`src/rtl/key_sched_128.sv`:
```
// key_sched_128: AES-128 key schedule sequencer driving an external expansion stage
// and storing the eleven round keys for single-cycle registered reads.
module key_sched_128 #(
    parameter int EXP_LAT = 2
) (
    input  logic         clk,
    input  logic         rst,
    input  logic         start,
    input  logic [127:0] key_in,
    output logic         ready,
    output logic         busy,
    output logic         done,
    output logic         key_valid,
    output logic [127:0] exp_in,
    output logic [7:0]   exp_rcon,
    input  logic [127:0] exp_out,
    input  logic [3:0]   rk_addr,
    output logic [127:0] rk_data
);
    localparam int CW = EXP_LAT < 1 ? 1 : $clog2(EXP_LAT + 1);
    typedef enum logic [1:0] {IDLE, RUN, DONE} state_t;
    state_t         state;
    logic [CW-1:0]  wcnt;
    logic [3:0]     round;
    // entries 11..15 are never written, so out-of-range reads return zero
    logic [127:0]   rk [0:15];
    logic           capture;
    logic [7:0]     rcon_next;
    assign capture   = state == RUN && wcnt == CW'(EXP_LAT);
    assign rcon_next = {exp_rcon[6:0], 1'b0} ^ (exp_rcon[7] ? 8'h1b : 8'h00);
    always_ff @(posedge clk or posedge rst) begin
        if (rst) begin
            state     <= IDLE;
            ready     <= 1'b1;
            busy      <= 1'b0;
            done      <= 1'b0;
            key_valid <= 1'b0;
            exp_in    <= '0;
            exp_rcon  <= '0;
            rk_data   <= '0;
            round     <= '0;
            wcnt      <= '0;
            for (int i = 0; i < 16; i++) rk[i] <= '0;
        end else begin
            rk_data <= rk[rk_addr];
            done    <= 1'b0;
            case (state)
                IDLE: if (start) begin
                    state     <= RUN;
                    ready     <= 1'b0;
                    busy      <= 1'b1;
                    key_valid <= 1'b0;
                    rk[0]     <= key_in;
                    exp_in    <= key_in;
                    exp_rcon  <= 8'h01;
                    round     <= 4'd1;
                    wcnt      <= '0;
                end
                RUN: if (capture) begin
                    rk[round] <= exp_out;
                    exp_in    <= exp_out;
                    exp_rcon  <= rcon_next;
                    round     <= round + 4'd1;
                    wcnt      <= '0;
                    if (round == 4'd10) begin
                        state <= DONE;
                        busy  <= 1'b0;
                        done  <= 1'b1;
                    end
                end else begin
                    wcnt <= wcnt + CW'(1);
                end
                DONE: begin
                    key_valid <= 1'b1;
                    ready     <= 1'b1;
                    state     <= IDLE;
                end
                default: state <= IDLE;
            endcase
        end
    end
endmodule

```
`config.mk`:
```
export PLATFORM = sky130hd
export DESIGN_NAME = key_sched_128
export DESIGN_NICKNAME = d
export VERILOG_FILES = /design/src/rtl/key_sched_128.sv
export SDC_FILE = /design/constraint.sdc
export NUM_CORES = 2
export LEC_CHECK = 0
export CORE_MARGIN = 4
export CORE_UTILIZATION = 40
export CTS_BUF_LIST = sky130_fd_sc_hd__clkbuf_4 sky130_fd_sc_hd__clkbuf_8
export CTS_CLUSTER_SIZE = 10
export DETAILED_ROUTE_END_ITERATION = 6
export GPL_ROUTABILITY_DRIVEN = 0
export PLACE_DENSITY = 0.55
export SKIP_CTS_REPAIR_TIMING = 1
export SLEW_MARGIN = 30
export SYNTH_ARGS = -nofsm -noshare
export SYNTH_HDL_FRONTEND = slang
export SYNTH_SLANG_ARGS = --single-unit
```
`constraint.sdc`:
```
create_clock -name clk -period 164.2 [get_ports clk]
set_input_delay 32.84 -clock clk [delete_from_list [all_inputs] [get_ports clk]]
set_output_delay 32.84 -clock clk [all_outputs]
set_load 0.005 [all_outputs]
```
* Word-level counts from Yosys, hierarchy flattened *
Index checks and enable logic that the tools add are counted.

storage, ports and cells
  input port bits = 263
  output and inout bits = 268
  logic and storage cells = 86
  bits in registers = 2324

operators by class
  magnitude comparators = 3
  mux-type cells = 34
  reductions and logical operators = 11
  bitwise operators = 3
  eq/ne operators = 7
  $add $sub $neg = 2

operators by type and width
  operator                                            count
  bitwise mux 2048 bit                                1
  two-way mux 2048 bit                                1
  two-way mux 128 bit                                 5
  binary-select mux 128 bit (select 4 bit)            1
  demux 128 bit (select 4 bit)                        1
  one-hot mux 128 bit (2 select lines)                2
  two-way mux 8 bit                                   2
  one-hot mux 8 bit (2 select lines)                  1
  >= comparator 5 bit, second input constant          2
  two-way mux 2 bit                                   5
  inverter 4 -> 5 bit                                 2
  two-way mux 4 bit                                   2
  one-hot mux 2 bit (2 select lines)                  2
  one-hot mux 4 bit (2 select lines)                  1
  XOR 8 x 5 -> 8 bit                                  1
  two-way mux 1 bit                                   7
  AND reduction 2 bit                                 3
  AND reduction 3 bit                                 2
  < comparator 5 x 1 -> 1 bit, second input constant  1
  two-way mux 5 bit                                   1
  adder 4 x 1 -> 4 bit, second input constant         1
  == test 2 bit, second input constant                2
  == test 4 bit, second input constant                1
  != test 2 bit, second input constant                2
  8 further kinds                                     11

* Longest topological paths before layout *
  depth after elaboration = 8
  depth in mapped cells = 8
  gate-level depth less buffers = 5

* Worst setup path before layout *
Ideal clock, no wire load.

  path kind = input -> register
  from = in rk_addr[0]
  to = reg rk_data[55]
  slack = 129.741 ns
  buffers on the path = 4
  arrival time = 34.334 ns
  required time = 164.076 ns
  cell stages on the path = 7
  library setup time = 0.124 ns
  path through = buf_2 > buf_6 > buf_2 > buf_2 > mux4_2 > a22oi_1 > nand2_1

between the ends
  cells in the longest elaborated chain, start to end = 4

RTL lines
  what                                                     line  source
  start: declaration                                       17    input logic [3:0] rk_addr,
  inverter 4 -> 5 bit (implied by the code)                45    rk_data <= rk[rk_addr];
  binary-select mux 128 bit (select 4 bit)                 45
  two-way mux 128 bit (implied by the code) (2 in series)  45
  end signal: assignment                                   45
  end: declaration                                         18    output logic [127:0] rk_data

No other way between the ends. The select of a mux whose other input is x is not followed.
A chain may end at the register's enable or synchronous reset.

==> reports/metrics.yaml <==
status: "finished, final reports clean"
grt_pass1_wl_mm: 455
postSynth.asyncResetShare_pct: 100
hold_start: "ready"
antenna_left: 0
layout_common_cells: "2321 x dfrtp_1, 1133 x mux2_2, 1118 x mux2_1"
crit_type: "in2async"
skew_ns: 0.0727
insertion_delay_ns: 1.09
min_period_over_period_pct: 23.5
die-width_um: 518
synth_cell_types: 43
rr_worst_depth: 8
holdPathEnd: "ready"
start_util_pct: 40.2
ys_warn_count: 0
design_area_um2: 121000
routed_via_density: 5.67
grt_overflow: 0
reg2reg_slack_ns: 159.13
drcViolationCount: 0
cts_tree: "done"
cp.required_ns: 165.26
grt_max_degree: 162
fp-row-count: 187
antenna_found_initial: 27
p_int_mw: 1.55
drt_iter0_drc: 3700
crit_arrival_ns: 39.57
reg2reg_to: "rk[570]"
maxSlewHeadroom_pct: 29.8
grtUsageMet3_pct: 4.28
cts_buffers: 418
routed-via-count: 61200
leakage_nw: 49.7
area_growth_syn_to_layout_pct: 16.4
wl_per_cell_um: 28.2
dr.pass1.iters: 5
p_total_mw: 2.17
busiest_layer: "met2"
core_area_um2: 259000
hold_viol: 0
tns_ns: 0
htreeDepth: 5
clk_path_buf_depth: 4
hold_path.class: "reg2reg"
synthFlopType: "dfrtp_1"
path_max_fanout: 105
power_density_nw_per_um2: 17.9
holdWs_ns: 0.474
io_buffers: 530
yosysSeqAreaShare_pct: 55.8
grt.met2_usage_pct: 36.0
slew_viol_final: 0
grt_pass1_vias: 66800
min_period_ns: 38.51
worst_setup_path_end_kind: "asynchronous set/reset pin"
path_clk_slew_ns: 0.06
whs_path_depth: 2
setup_viol: 0
max-cap-violations: 0
r2r-start: "state[1]"
switchingPower_mw: 0.620
placed_area_um2: 112000
pwr-share-seq_pct: 46.4
cp-start-kind: "primary input"
mostFrequentLayoutCell: "dfrtp_1"
avgSynthCellArea_um2: 15.7
die_h_um: 518
ys_ff_latch: 2324
synthesis.nets: 6892
wl_mm: 305
final_util_pct: 46.7
synth_edf_count: 0
syn_area_um2: 104000
ios: 531
p_comb_share_pct: 27.3
track_usage_pct: 22.6
worst_pin_slew_ns: 1.05
power_frac_clock_pct: 26.2
drive_gt1_share_pct: 34.0
dp_hpwl_mm: 173
syn_inst: 6625
fmax_mhz: 26.0
cts.sinks: 2324
fin_nets: 7343
swShare_pct: 28.5
rsz0062_at_grt: "false"
ir_drop_mv: 0.00946
cts_root_buf: "clkbuf_8"
met1_usage_pct: 31.4
die-area_um2: 269000
-- layout make-up --
cell class / count / area [um2]
multi-input combinational: 3613 / 42900
sequential: 2324 / 58200
clock buffer: 686 / 8550
inverter: 60 / 233
clock inverter: 43 / 302
timing repair buffer: 659 / 6760
fill: 22500 / 138000
tap: 3402 / 4260
antenna: 18 / 45.0
-- logic make-up (layout without fill, tap and decap cells) --
| kind of cell | Yosys count | after routing | synth area share, % |
|---|---|---|---|
| muxes | 2853 | 2853 | 35.8 |
| adders and majority gates | 4 | 4 | 0.0481 |
| xor gates and xnor gates | 3 | 3 | 0.0252 |
| DFF | 2324 | 2324 | 55.8 |
| and+or+nand+nor | 335 | 335 | 1.78 |
| buffers and inverters | 688 | 1448 | 3.26 |
| other | 0 | 18 | 0 |
| AOI/OAI and AO/OA | 418 | 418 | 3.20 |
-- state kept, by name (all words and copies together) (netlist names) --
register	cells
busy	1
done	1
exp_in	128
exp_rcon	8
key_valid	1
ready	1
rk	2048
rk_data	128
round	4
state	2
wcnt	2
-- worst max-delay path by stage --
| stage | start | end | slack, ns | cells after the start |
|---|---|---|---|---|
| 3_5_place_dp | rst | rk[195] | 123.29 | 10 |
| 2_1_floorplan | rst | busy | 65.69 | 1 |
| 4_1_cts | rst | rk[458] | 124.43 | 10 |
| 6_report | rst | rk[458] | 125.69 | 11 |
| 3_3_place_gp | rst | rk[196] | 123.47 | 10 |
| 5_1_grt | rst | rk[202] | 124.61 | 11 |
-- critical path: stages --
cell and delay, ns:
clkdlybuf4s50_1 0.51, inv_8 0.52, buf_12 0.41, buf_16 0.41, buf_6 0.59, buf_4 0.73, buf_6 0.56, buf_4 0.67
buf_4 0.56, buf_6 0.59, buf_4 0.76
-- power groups by stage --
stage | Combinational, mW | Sequential, mW | Clock, mW
finish | 0.594 | 1.01 | 0.570
global route | 0.648 | 1.04 | 0.613
CTS | 0.603 | 1.01 | 0.587
detailed placement | 0.601 | 1.02 | 0
global placement | 0.583 | 1.00 | 0
floorplan | 0.434 | 0.981 | 0
-- metrics by stage --
stage,setup slack (ns),cells
finish,125.69,10800
global route,124.61,10800
CTS,124.43,10800
detailed placement,123.29,10100
global placement,123.47,10000
floorplan,65.69,6625
-- synthesized netlist by cell type (2+ instances only) --
cell type  instances  area, um2
a21oi_1            3       15.0
a22o_1            26        228
a22oi_1          148       1110
a32o_1            69        691
a32oi_1           54        473
a41o_1            18        180
and2_1             4       25.0
buf_1             20       75.1
buf_2            271       1360
buf_4             77        578
buf_6             25        282
clkbuf_1         234        878
dfrtp_1         2323      58100
ha_1               4       50.1
inv_1             60        225
mux2_1          1118      12600
mux2_2          1133      12800
mux2i_1          126       1260
mux4_2           476      10700
nand2_1          109        409
nand2b_1           8       50.1
nand3_1           12       60.1
nand3b_1           2       15.0
nand4_1            3       18.8
nor2_1            54        203
nor2b_1           11       68.8
nor3b_1          124        931
o21ai_0            4       20.0
o22ai_1           90        563
or2_2              3       18.8
or3_1              2       12.5
xor2_1             3       26.3
-- routing by layer --
| layer | share of wire (%) | wire (um) |
|---|---|---|
| met1 | 45 | 137000 |
| met2 | 47 | 143000 |
| met3 | 5.1 | 15500 |
| met4 | 2.9 | 8690 |
| met5 | 0.016 | 48 |
Power figures use the tool's default switching activity.
